`src/rtl/tri_scan_ctrl.sv`:
```
// Initiator for point-in-triangle queries. It latches a triangle and computes its screen-clipped
// bounding box. It then raster-scans the box with one query per pixel and forwards each result as a pixel write.
module tri_scan_ctrl #(
    parameter int unsigned XW      = 11,
    parameter int unsigned YW      = 10,
    parameter int unsigned XMAX    = 639,
    parameter int unsigned YMAX    = 479,
    parameter int unsigned TIMEOUT = 32
) (
    input  logic          clk,
    input  logic          rst_n,
    input  logic          start,
    input  logic [XW-1:0] ax,
    input  logic [XW-1:0] bx,
    input  logic [XW-1:0] cx,
    input  logic [YW-1:0] ay,
    input  logic [YW-1:0] by,
    input  logic [YW-1:0] cy,
    output logic          busy,
    output logic          done,
    output logic          err,
    output logic          qry_valid,
    input  logic          qry_ready,
    output logic [XW-1:0] qry_px,
    output logic [YW-1:0] qry_py,
    input  logic          res_valid,
    input  logic          res_inside,
    output logic          pix_valid,
    input  logic          pix_ready,
    output logic [XW-1:0] pix_x,
    output logic [YW-1:0] pix_y,
    output logic          pix_on
);

    typedef enum logic [2:0] {
        S_IDLE,
        S_BBOX,
        S_ISSUE,
        S_WAIT,
        S_EMIT,
        S_STEP,
        S_DONE
    } state_e;

    localparam int unsigned CW = $clog2(TIMEOUT + 1);
    localparam logic [XW-1:0] XLIM  = XW'(XMAX);
    localparam logic [YW-1:0] YLIM  = YW'(YMAX);
    localparam logic [CW-1:0] TLAST = CW'(TIMEOUT - 1);

    state_e        state_q, state_d;
    logic [XW-1:0] ax_q, bx_q, cx_q, ax_d, bx_d, cx_d;
    logic [YW-1:0] ay_q, by_q, cy_q, ay_d, by_d, cy_d;
    logic [XW-1:0] xmin_q, xmax_q, xmin_d, xmax_d;
    logic [YW-1:0] ymin_q, ymax_q, ymin_d, ymax_d;
    logic [XW-1:0] px_q, px_d;
    logic [YW-1:0] py_q, py_d;
    logic [CW-1:0] cnt_q, cnt_d;
    logic          on_q, on_d;
    logic          err_q, err_d;

    logic [XW-1:0] bb_xmin, bb_xmax;
    logic [YW-1:0] bb_ymin, bb_ymax;

    function automatic logic [XW-1:0] min3x(input logic [XW-1:0] a, b, c);
        logic [XW-1:0] m;
        m = (a < b) ? a : b;
        return (m < c) ? m : c;
    endfunction

    function automatic logic [XW-1:0] max3x(input logic [XW-1:0] a, b, c);
        logic [XW-1:0] m;
        m = (a > b) ? a : b;
        return (m > c) ? m : c;
    endfunction

    function automatic logic [YW-1:0] min3y(input logic [YW-1:0] a, b, c);
        logic [YW-1:0] m;
        m = (a < b) ? a : b;
        return (m < c) ? m : c;
    endfunction

    function automatic logic [YW-1:0] max3y(input logic [YW-1:0] a, b, c);
        logic [YW-1:0] m;
        m = (a > b) ? a : b;
        return (m > c) ? m : c;
    endfunction

    function automatic logic [XW-1:0] clipx(input logic [XW-1:0] v);
        return (v > XLIM) ? XLIM : v;
    endfunction

    function automatic logic [YW-1:0] clipy(input logic [YW-1:0] v);
        return (v > YLIM) ? YLIM : v;
    endfunction

    // Both ends of the box are clipped, so an off-screen triangle collapses onto the screen edge.
    assign bb_xmin = clipx(min3x(ax_q, bx_q, cx_q));
    assign bb_xmax = clipx(max3x(ax_q, bx_q, cx_q));
    assign bb_ymin = clipy(min3y(ay_q, by_q, cy_q));
    assign bb_ymax = clipy(max3y(ay_q, by_q, cy_q));

    always_ff @(posedge clk or negedge rst_n) begin
        if (!rst_n) begin
            state_q <= S_IDLE;
            ax_q    <= '0;
            bx_q    <= '0;
            cx_q    <= '0;
            ay_q    <= '0;
            by_q    <= '0;
            cy_q    <= '0;
            xmin_q  <= '0;
            xmax_q  <= '0;
            ymin_q  <= '0;
            ymax_q  <= '0;
            px_q    <= '0;
            py_q    <= '0;
            cnt_q   <= '0;
            on_q    <= 1'b0;
            err_q   <= 1'b0;
        end else begin
            state_q <= state_d;
            ax_q    <= ax_d;
            bx_q    <= bx_d;
            cx_q    <= cx_d;
            ay_q    <= ay_d;
            by_q    <= by_d;
            cy_q    <= cy_d;
            xmin_q  <= xmin_d;
            xmax_q  <= xmax_d;
            ymin_q  <= ymin_d;
            ymax_q  <= ymax_d;
            px_q    <= px_d;
            py_q    <= py_d;
            cnt_q   <= cnt_d;
            on_q    <= on_d;
            err_q   <= err_d;
        end
    end

    always_comb begin
        state_d = state_q;
        ax_d    = ax_q;
        bx_d    = bx_q;
        cx_d    = cx_q;
        ay_d    = ay_q;
        by_d    = by_q;
        cy_d    = cy_q;
        xmin_d  = xmin_q;
        xmax_d  = xmax_q;
        ymin_d  = ymin_q;
        ymax_d  = ymax_q;
        px_d    = px_q;
        py_d    = py_q;
        cnt_d   = cnt_q;
        on_d    = on_q;
        err_d   = err_q;

        unique case (state_q)
            S_IDLE: begin
                if (start) begin
                    ax_d    = ax;
                    bx_d    = bx;
                    cx_d    = cx;
                    ay_d    = ay;
                    by_d    = by;
                    cy_d    = cy;
                    err_d   = 1'b0;
                    state_d = S_BBOX;
                end
            end
            S_BBOX: begin
                xmin_d  = bb_xmin;
                xmax_d  = bb_xmax;
                ymin_d  = bb_ymin;
                ymax_d  = bb_ymax;
                px_d    = bb_xmin;
                py_d    = bb_ymin;
                state_d = S_ISSUE;
            end
            S_ISSUE: begin
                if (qry_ready) begin
                    cnt_d   = '0;
                    state_d = S_WAIT;
                end
            end
            S_WAIT: begin
                // A result arriving on the last counted cycle still beats the timeout.
                if (res_valid) begin
                    on_d    = res_inside;
                    state_d = S_EMIT;
                end else if (cnt_q == TLAST) begin
                    on_d    = 1'b0;
                    err_d   = 1'b1;
                    state_d = S_EMIT;
                end else begin
                    cnt_d = cnt_q + CW'(1);
                end
            end
            S_EMIT: begin
                if (pix_ready) begin
                    state_d = S_STEP;
                end
            end
            S_STEP: begin
                if (px_q == xmax_q && py_q == ymax_q) begin
                    state_d = S_DONE;
                end else if (px_q == xmax_q) begin
                    px_d    = xmin_q;
                    py_d    = py_q + YW'(1);
                    state_d = S_ISSUE;
                end else begin
                    px_d    = px_q + XW'(1);
                    state_d = S_ISSUE;
                end
            end
            S_DONE: begin
                state_d = S_IDLE;
            end
            default: begin
                state_d = S_IDLE;
            end
        endcase
    end

    // All outputs decode straight from registers, so an asynchronous reset clears them at once.
    assign busy      = (state_q != S_IDLE) && (state_q != S_DONE);
    assign done      = (state_q == S_DONE);
    assign err       = err_q;
    assign qry_valid = (state_q == S_ISSUE);
    assign qry_px    = px_q;
    assign qry_py    = py_q;
    assign pix_valid = (state_q == S_EMIT);
    assign pix_x     = px_q;
    assign pix_y     = py_q;
    assign pix_on    = on_q;

endmodule

```
`config.mk`:
```
export PLATFORM = sky130hd
export DESIGN_NAME = tri_scan_ctrl
export DESIGN_NICKNAME = d
export VERILOG_FILES = /design/src/rtl/tri_scan_ctrl.sv
export SDC_FILE = /design/constraint.sdc
export NUM_CORES = 1
export LEC_CHECK = 0
export ABC_AREA = 1
export CORE_ASPECT_RATIO = 0.6
export CORE_MARGIN = 2
export CORE_UTILIZATION = 59
export CTS_BUF_LIST = sky130_fd_sc_hd__clkbuf_4 sky130_fd_sc_hd__clkbuf_8 sky130_fd_sc_hd__clkbuf_16
export CTS_CLUSTER_SIZE = 24
export DETAILED_ROUTE_END_ITERATION = 7
export DONT_BUFFER_PORTS = 1
export GPL_TIMING_DRIVEN = 0
export PLACE_DENSITY = 0.8
export SLEW_MARGIN = 10
export SYNTH_ARGS = -nofsm -noshare
export SYNTH_HDL_FRONTEND = slang
export SYNTH_SLANG_ARGS = --single-unit
```
`constraint.sdc`:
```
create_clock -name clk -period 3.7 [get_ports clk]
set_input_delay 1.11 -clock clk [delete_from_list [all_inputs] [get_ports clk]]
set_output_delay 1.11 -clock clk [all_outputs]
set_load 0.03 [all_outputs]
```
After elaboration in Yosys (flattened, before gate mapping)
Cells that the tools add are included.
{"block": "word_totals", "regBits": 127, "inputBits": 70, "output_inout_bits": 48, "wordCells": 99}
{"block": "classes", "add_sub_neg": 3, "magnitude_cmp": 12, "eq_ne": 19, "mux": 35, "reduce_logical": 15}
{"cell": "11-bit 2-to-1 mux", "count": 8}
{"cell": "10-bit 2-to-1 mux", "count": 8}
{"cell": "11-bit by 10-bit greater-than comparator with 1-bit output (second input constant)", "count": 2}
{"cell": "11-bit greater-than comparator", "count": 2}
{"cell": "11-bit < comparator", "count": 2}
{"cell": "11-bit case mux with 2 select lines", "count": 1}
{"cell": "10-bit greater-than comparator", "count": 2}
{"cell": "10-bit by 9-bit greater-than comparator with 1-bit output (second input constant)", "count": 2}
{"cell": "10-bit < comparator", "count": 2}
{"cell": "10-bit case mux with 2 select lines", "count": 1}
{"cell": "3-bit 2-to-1 mux", "count": 6}
{"cell": "6-bit 2-to-1 mux", "count": 3}
{"cell": "3-bit case mux with 6 select lines", "count": 1}
{"cell": "2-bit inequality test (second input constant)", "count": 6}
{"cell": "6-bit case mux with 2 select lines", "count": 1}
{"cell": "4-bit AND reduction", "count": 3}
{"cell": "11-bit by 1-bit adder with 11-bit output (second input constant)", "count": 1}
{"cell": "11-bit equality test", "count": 1}
{"cell": "10-bit by 1-bit adder with 10-bit output (second input constant)", "count": 1}
{"cell": "10-bit equality test", "count": 1}
{"cell": "3-bit equality test (second input constant)", "count": 3}
{"cell": "2-bit nonzero test", "count": 4}
{"cell": "6-bit by 1-bit adder with 6-bit output (second input constant)", "count": 1}
{"cell": "3-bit by 2-bit equality test with 1-bit output (second input constant)", "count": 2}
{"cell": "11 further kinds", "count": 20}

Depth between registers and ports, before layout
Gate-level depths: netlist (run 1).
{"block": "logic_depth", "depth_word": 7, "ltp_mapped": 29, "ltp_nobuf": 26}

Worst setup path after synthesis (run 1)
OpenSTA, ideal clock, no wires.
{"block": "synth_path", "path_kind": "register to register", "start": "register ax_q[10]", "end": "register xmax_q[0]", "setup_ps": 117, "arrival_ps": 3382, "required_time_ps": 3583, "slack_ps": 201, "stages_incl_launch_ff": 27, "n_path_buf": 3, "synth_period_minus_slack_ps": 3499, "path_cell_list": "dfrtp_1 > ha_1 > nand2_1 > nand2_1 > nor2_1 > nand3_2 > nand2_1 > buf_6 > clkbuf_1 > nand2_1 > o21ai_0 > ha_1 > a21oi_1 > o21ai_0 > nand3_1 > o2111ai_1 > nand2_1 > clkbuf_1 > nand2_1 > o21ai_1 > nand2_1 > nand2_1 > nand2_1 > inv_2 > o2111ai_1 > o21ai_1 > inv_1"}
{"block": "synth_via", "elab_chain_cells": 6}
{"item": "start: declaration", "line": "51", "source": "logic [XW-1:0] ax_q, bx_q, cx_q, ax_d, bx_d, cx_d;"}
{"item": "start signal: assignment", "line": "105", "source": "ax_q <= '0;"}
{"item": "start signal: assignment", "line": "122", "source": "ax_q <= ax_d;"}
{"item": "11-bit greater-than comparator", "line": "72", "source": "m = (a > b) ? a : b;"}
{"item": "11-bit 2-to-1 mux (*)", "line": "72"}
{"item": "11-bit greater-than comparator", "line": "73", "source": "return (m > c) ? m : c;"}
{"item": "11-bit 2-to-1 mux (*)", "line": "73"}
{"item": "11-bit by 10-bit greater-than comparator with 1-bit output", "line": "89", "source": "return (v > XLIM) ? XLIM : v;"}
{"item": "11-bit 2-to-1 mux (*)", "line": "89"}
{"item": "end signal: assignment", "line": "129", "source": "xmax_q <= xmax_d;"}
{"item": "end: declaration", "line": "53", "source": "logic [XW-1:0] xmin_q, xmax_q, xmin_d, xmax_d;"}
Mark *: on every way between the ends. The rest lies on a longest branch, timed or not.
A chain may end at the register's enable or synchronous reset.

Worst setup path after layout (run 1)
{"block": "layout_path", "start": "register bx_q[7]", "end": "register xmax_q[0]"}
{"block": "layout_via", "elab_chain_cells": 6}
{"item": "start: declaration", "line": "51"}
{"item": "start signal: assignment", "line": "106", "source": "bx_q <= '0;"}
{"item": "start signal: assignment", "line": "123", "source": "bx_q <= bx_d;"}
{"item": "11-bit greater-than comparator", "line": "72"}
{"item": "11-bit 2-to-1 mux (*)", "line": "72"}
{"item": "11-bit greater-than comparator", "line": "73"}
{"item": "11-bit 2-to-1 mux (*)", "line": "73"}
{"item": "11-bit by 10-bit greater-than comparator with 1-bit output", "line": "89"}
{"item": "11-bit 2-to-1 mux (*)", "line": "89"}
Marks and branches as above.

==> metrics.md, run 1 <==
| Metric | Value |
|---|---|
| Status | complete, but fails checks |
| Failing checks | negative setup slack |
| Vias/cell | 5.85 |
| Worst stage delay on the critical path | 0.39 ns |
| Final hold violations | 0 |
| Pre-Repair DR Iteration Count | 6 |
| Clk_lat worst skew | 0.43 ns |
| Hold_ws | 0.367 ns |
| Core area | 13800 um2 |
| FP Rows | 33 |
| Critical path's slowest cell | dfrtp_1 |
| Total global-route track usage | 31.8% |
| CTS HTree Levels | 4 |
| Hold-fix buffers, CTS | 0 |
| Area Growth Syn to Fin | 19.9% |
| Post-Syn Area per Cell | 7.37 um2 |
| CTS buffer count | 17 |
| CP Buf/Inv Count | 6 |
| Detailed placement HPWL | 17600 um |
| Global-route wire length before repair | 38900 um |
| Vias in the first global route | 7486 |
| Synthesized Nets | 1285 |
| FF+latch count, synth | 127 |
| Multi-input gate area in the final layout | 4850 um2 |
| CTS root buffer | clkbuf_16 |
| Clk slew on worst S/H paths | 0.06 ns |
| Delay-heaviest family, CP | simple AND/OR/NAND/NOR gates |
| Critical path's most frequent cell | nand2_1 |
| Max Slew Vio Count | 0 |
| CTS tree | done |
| Area contributors post-synth | dfrtp_1 37%, nand2_1 13%, ha_1 9.4%, o21ai_0 9.2%, inv_1 6.2% |
| Post-synthesis cell type count | 40 |
| Worst Hold Class | in2async |
| I/O Buffers | 0 |
| WP data arrival | 4.17 ns |
| Crit Path Max Fanout | 7 |
| Syn Inst Count | 1151 |
| Layout cells sized above 1 | 18.3% |
| Reg area | 3180 um2 |
| Synth top area share | 37.5% |
| Mapped cell area | 8480 um2 |
| Initial Util | 61.3% |
| I/O pins | 118 |
| Setup CP Type | reg2reg |
| Yosys warning count | 0 |
| Wire per inst | 18.1 um |
| Worst clock skew | 0.00879 ns |
| Final ANT Viol Nets | 0 |
| Final setup viols | 13 |
| RSZ-0062 raised after global routing | yes |
| Die width | 159 um |
| Tcrit/Tclk final | 104% |
| Clock Sinks | 127 |
| Rel. slew slack | 29.3% |
| Longest Clk Path Bufs | 2 |
| Worst slew pin tran | 1.05 ns |
| Register area share after synthesis | 37.5% |
| Fillcell total | 1026 |
| Worst Path Required | 4.02 ns |
| Die area | 15400 um2 |
| Max capacitance violation total | 0 |
| Antenna cells | 0 |
| Vias | 8275 |
| Startpoint Class | flip-flop |
| Fmax | 260 MHz |
| Total grt overflow | 0 |
| Nets | 1343 |
| GPL Wtd Cong | 0.936 |
| DR iter-0 viols | 1063 |
| Routed wire length | 25600 um |
| Period minus WS final | 3.85 ns |
| # DRC | 0 |
| Largest net degree at the start of global routing | 128 |
| Largest area contributor in the netlist | dfrtp_1 |
| Height of the chip | 96.9 um |
| Final setup margin | -0.150 ns |
| CP endpoint kind | flip-flop |
| Initial antenna violation count | 0 |
==> worst reg2reg max path, cell delays in order (launching register included) <==
cell and delay (ns):
dfrtp_1 0.39, inv_2 0.07, ha_4 0.26, nand4_1 0.14, nor2_1 0.19, nand2_1 0.10, nand3_2 0.11, nand2_2 0.09
buf_6 0.14, buf_8 0.13, nand2_1 0.05, o21ai_1 0.09, ha_1 0.32, nand2_2 0.10, o21ai_2 0.17, nand2_1 0.08
o2111ai_2 0.13, nand2_2 0.15, clkbuf_16 0.19, o21ai_4 0.17, nand2_1 0.08, nand2_1 0.10, nand2_2 0.10, clkinv_4 0.10
o2111ai_4 0.11, o21ai_1 0.10, inv_1 0.05
==> stage by stage <==
stage | worst slack, ns | instance area (um2) | util, % | setup TNS [ns] | std cells
5_1_grt | -0.321 | 10200 | 73.5 | -6.30 | 1414
6_report | -0.150 | 10200 | 73.5 | -1.20 | 1414
2_1_floorplan | 0.201 | 8480 | - | 0 | 1151
3_5_place_dp | -0.597 | 8720 | 63.0 | -8.90 | 1343
4_1_cts | -0.0269 | 9420 | 68.1 | -0.0384 | 1381
3_3_place_gp | -0.402 | 8720 | 63.0 | -5.26 | 1343
==> cells in the final DEF (no fill, tap or decap), drive strengths merged, types with 3 or more instances in the layout <==
| master | instances |
|---|---|
| a22oi | 3 |
| a21oi | 62 |
| o21a | 3 |
| clkinv | 8 |
| nor4 | 5 |
| clkbuf | 37 |
| inv | 146 |
| nor3 | 12 |
| dfrtp | 127 |
| buf | 77 |
| nor2 | 74 |
| xnor2 | 9 |
| nand3 | 40 |
| nand3b | 5 |
| nand4 | 20 |
| xor2 | 15 |
| nand2 | 309 |
| or2 | 4 |
| ha | 64 |
| o21ai | 184 |
==> path summary, 6_finish.rpt <==
check                      depth (start not counted)                  start  slack [ns]               endpoint
setup / recovery                                  26    bx_q[7]$_DFFE_PN0P_       -0.15  xmax_q[0]$_DFFE_PN0P_
min in group clk                                   2  xmin_q[3]$_DFFE_PN0P_        0.49  xmin_q[3]$_DFFE_PN0P_
setup reg to reg                                  26    bx_q[7]$_DFFE_PN0P_       -0.15  xmax_q[0]$_DFFE_PN0P_
max in group asynchronous                          0                  rst_n        3.09    cy_q[7]$_DFFE_PN0P_
hold / removal                                     0                  rst_n        0.37    by_q[5]$_DFFE_PN0P_
hold reg to reg                                    2  xmin_q[3]$_DFFE_PN0P_        0.49  xmin_q[3]$_DFFE_PN0P_
==> state kept, by name, summed over array words and instances, names as in the netlist <==
register  cells
xmin_q       11
cy_q         10
xmax_q       11
cnt_q         6
bx_q         11
pix_y        10
ay_q         10
state_q       3
ymax_q       10
ax_q         11
by_q         10
err           1
pix_on        1
pix_x        11
cx_q         11
==> Yosys cell counts (all sizes together) <==
cell	count
a211oi	1
a21oi	62
a22oi	3
a31oi	2
buf	39
clkbuf	19
dfrtp	127
ha	64
inv	143
mux2	2
nand2	309
nand3	40
nand3b	5
nand4	20
nor2	74
nor3	12
nor3b	1
nor4	5
o2111ai	2
o211ai	2
o21a	3
o21ai	184
o221a	2
o22ai	2
or2	4
xnor2	9
xor2	15
==> routing by layer <==
metal	vias up	routed length, um	GRT usage [%]	share of wire (%)
li1	3885	-	-	-
met1	3876	11400	48.6	44
met2	461	10800	44.1	42
met3	53	3000	9.01	12
met4	0	440	7.55	1.7
met5	-	0	0	0
==> cells by family (layout without fill, tap and decap cells) <==
family	count (synthesis)	after routing	synth area share [%]
fa+ha+maj	64	64	9.44
simple gates	470	470	23.3
buf+inv	201	272	10.4
flops	127	127	37.5
xor+xnor	24	24	2.48
compound gates	263	263	16.6
mux	2	2	0.266
==> final cells by class <==
type	instances	share of cell area, %
Buffer	58	4.00
Tap cell	192	2.36
Timing Repair Buffer	39	3.57
Clock inverter	15	1.58
Multi-Input combinational cell	823	47.7
Clock buffer	17	4.18
Inverter	143	5.35
Sequential cell	127	31.3
==> repair_timing <==
item / 4_1_cts / 5_1_grt
endpoints found under the setup margin: 40 / 48
resized for setup: 33 / 129
gates cloned: 0 / 5
setup buffers: 6 / 28
pin swaps: 6 / 38
Power of run 1 is not shown: default switching activity piles up to over one toggle a cycle in this logic, so the estimate is an artifact.
==> run 2: changes to the inputs <==
- SETUP_SLACK_MARGIN: unset -> 0.5
==> run 2 against run 1 <==
The run ends with design-rule violations, negative setup slack left. Non-clock buffer count increased by 69. Global-route usage is 3.5 points higher. Utilization is 13 points higher. Count of clock-buffer cells in the layout grew 3. Final area rose by 18%. Sequential cell count unchanged. Die area unchanged. Highest routed layer unchanged.
==> metrics.md, run 2 (synthesis gave the netlist of run 1 again) <==
| Metric | Value |
|---|---|
| Status | complete, but fails checks |
| Failing checks | design-rule violations, negative setup slack |
| Fmax | 223 MHz (-14%) |
| Global-route wire length before repair | 43100 um (+11%) |
| Vias/cell | 6.92 (+18%) |
| Worst Hold Class | in2async |
| Routed wire length | 38300 um (+49%) |
| Pre-Repair DR Iteration Count | 8 (+2) |
| # DRC | 30 (+30) |
| Setup CP Type | reg2reg |
| Worst slew pin tran | 1.23 ns (+0.180 ns) |
| Detailed placement HPWL | 17700 um (+0.61%) |
| WP data arrival | 4.75 ns (+0.58 ns) |
| Initial Util | 61.3% (unchanged) |
| Die area | 15400 um2 (unchanged) |
| RSZ-0062 raised after global routing | yes |
| Finished layout cell area | 12000 um2 (+18%) |
| Final setup viols | 47 (+34) |
| CTS root buffer | clkbuf_16 |
| Vias in the first global route | 8285 (+11%) |
| Final hold violations | 0 (unchanged) |
| I/O Buffers | 0 (unchanged) |
| Vias | 10300 (+24%) |
| Multi-input gate area in the final layout | 5970 um2 (+23%) |
| Wire per inst | 25.8 um (+42%) |
| GPL Wtd Cong | 0.923 (-1.4%) |
| Clk slew on worst S/H paths | 0.06 ns (about the same) |
| FP Rows | 33 (unchanged) |
| Area Growth Syn to Fin | 41.2% |
| Commonest non-fill, non-tap cell in the layout | nand2_1 |
| Total grt overflow | 0 (unchanged) |
| Setup WS pre-CTS | -0.166 ns (+0.431 ns) |
| Crit Path Max Fanout | 7 (unchanged) |
| Final setup margin | -0.794 ns (-0.645 ns) |
| Max capacitance violation total | 0 (unchanged) |
| Initial antenna violation count | 0 (unchanged) |
| Clock Sinks | 127 (unchanged) |
| Layout cells sized above 1 | 35.1% (+17 points) |
| DR iter-0 viols | 1772 (+67%) |
| I/O pins | 118 (unchanged) |
| Final ANT Viol Nets | 0 (unchanged) |
| Commonest cells after routing, fill and taps aside | 231 x nand2_1, 127 x dfrtp_1, 122 x inv_1 |
| CTS buffer count | 17 (unchanged) |
| Total global-route track usage | 35.3% (+3.5 points) |
| Clk_lat worst skew | 0.43 ns (about the same) |
| Tcrit/Tclk final | 121% (+17 points) |
| Antenna cells | 0 (unchanged) |
| Core area | 13800 um2 (unchanged) |
| CP endpoint kind | flip-flop |
| Post-DP Area | 8810 um2 (+1.1%) |
| CTS tree | done |
| Largest net degree at the start of global routing | 128 (unchanged) |
| Max Slew Vio Count | 0 (unchanged) |
| Period minus WS final | 4.49 ns (+0.645 ns) |
| Worst clock skew | 0.0117 ns (+0.00292 ns) |
| Reg area | 3180 um2 (unchanged) |
| Rel. slew slack | 17.5% (-12 points) |
| Height of the chip | 96.9 um (unchanged) |
| Nets | 1413 (+5.2%) |
| Worst Path Required | 3.95 ns (-0.07 ns) |
| CTS HTree Levels | 4 (unchanged) |
| Fillcell total | 586 (-43%) |
| Startpoint Class | flip-flop |
| Longest Clk Path Bufs | 2 (unchanged) |
| Die width | 159 um (unchanged) |
-- run 2: cell count changes in the layout (fill, tap and decap cells not counted), moves of 18 or more --
cell,before,now
buf_4,53,108
nand2_1,284,231
nand2_2,20,53
o21ai_0,116,90
o21ai_4,3,24
ha_4,9,29
ha_1,53,35
-- run 2: area by class of cell --
cell class	count	share of cell area [%]
Buffer	58	3.70
Clock buffer	20	3.90
Clock inverter	12	1.30
Inverter	143	4.63
Multi-Input combinational cell	824	49.9
Sequential cell	127	26.5
Tap cell	192	2.01
Timing Repair Buffer	108	8.05
-- run 2: worst max-delay path, cell delays in order, from the launching register on --
cell and delay [ns]:
dfrtp_1 0.42, inv_2 0.11, ha_4 0.22, nand2_1 0.10, inv_1 0.08, nand2_1 0.10
nand2_2 0.08, nand2_2 0.12, nand3_4 0.13, buf_4 0.18, nand2_1 0.09, o21ai_0 0.20
ha_1 0.40, nand4_1 0.28, nor3_2 0.35, nand2_2 0.15, nand2_4 0.13, buf_8 0.13
nand2_1 0.07, nand2_2 0.16, nand2_4 0.10, nand2_8 0.15, nand3_4 0.10, nand2_1 0.22
nand2_1 0.23
-- run 2: worst paths after layout --
check,from,end,slack [ns],cells after the start
max,bx_q[6]$_DFFE_PN0P_,xmin_q[2]$_DFFE_PN0P_,-0.79,24
min,rst_n,ay_q[4]$_DFFE_PN0P_,0.37,0
max reg2reg,bx_q[6]$_DFFE_PN0P_,xmin_q[2]$_DFFE_PN0P_,-0.79,24
min reg2reg,xmin_q[7]$_DFFE_PN0P_,xmin_q[7]$_DFFE_PN0P_,0.48,2
max in group asynchronous,rst_n,cnt_q[3]$_DFFE_PN0P_,3.11,0
min in group clk,xmin_q[7]$_DFFE_PN0P_,xmin_q[7]$_DFFE_PN0P_,0.48,2
-- run 2: repair_timing --
action	4_1_cts	5_1_grt
hold buffers	0	0
pin swaps	55	91
setup buffers	58	41
setup endpoints to repair	49	49
gates cloned	7	3
resized for setup	183	234
-- run 2: per-stage QoR --
| stage | std cells | util [%] | hold slack (ns) | setup TNS [ns] |
|---|---|---|---|---|
| global placement | 1343 | 63.7 | 0.451 | -0.131 |
| finish | 1484 | 86.6 | 0.366 | -18.82 |
| CTS | 1440 | 76.5 | 0.379 | 0 |
| floorplan | 1151 | - | 0.431 | 0 |
| global route | 1484 | 86.6 | 0.368 | -23.57 |
| detailed placement | 1343 | 63.7 | 0.460 | -2.60 |
-- run 2: routing by layer --
metal | routed length [um] | up-vias | GRT usage (%)
met5 | 0 | - | 0
li1 | - | 4026 | -
met3 | 6540 | 390 | 11.4
met2 | 15100 | 1205 | 52.0
met1 | 13300 | 4650 | 49.3
met4 | 3360 | 0 | 11.4
Power of run 2 is left out for the same reason.
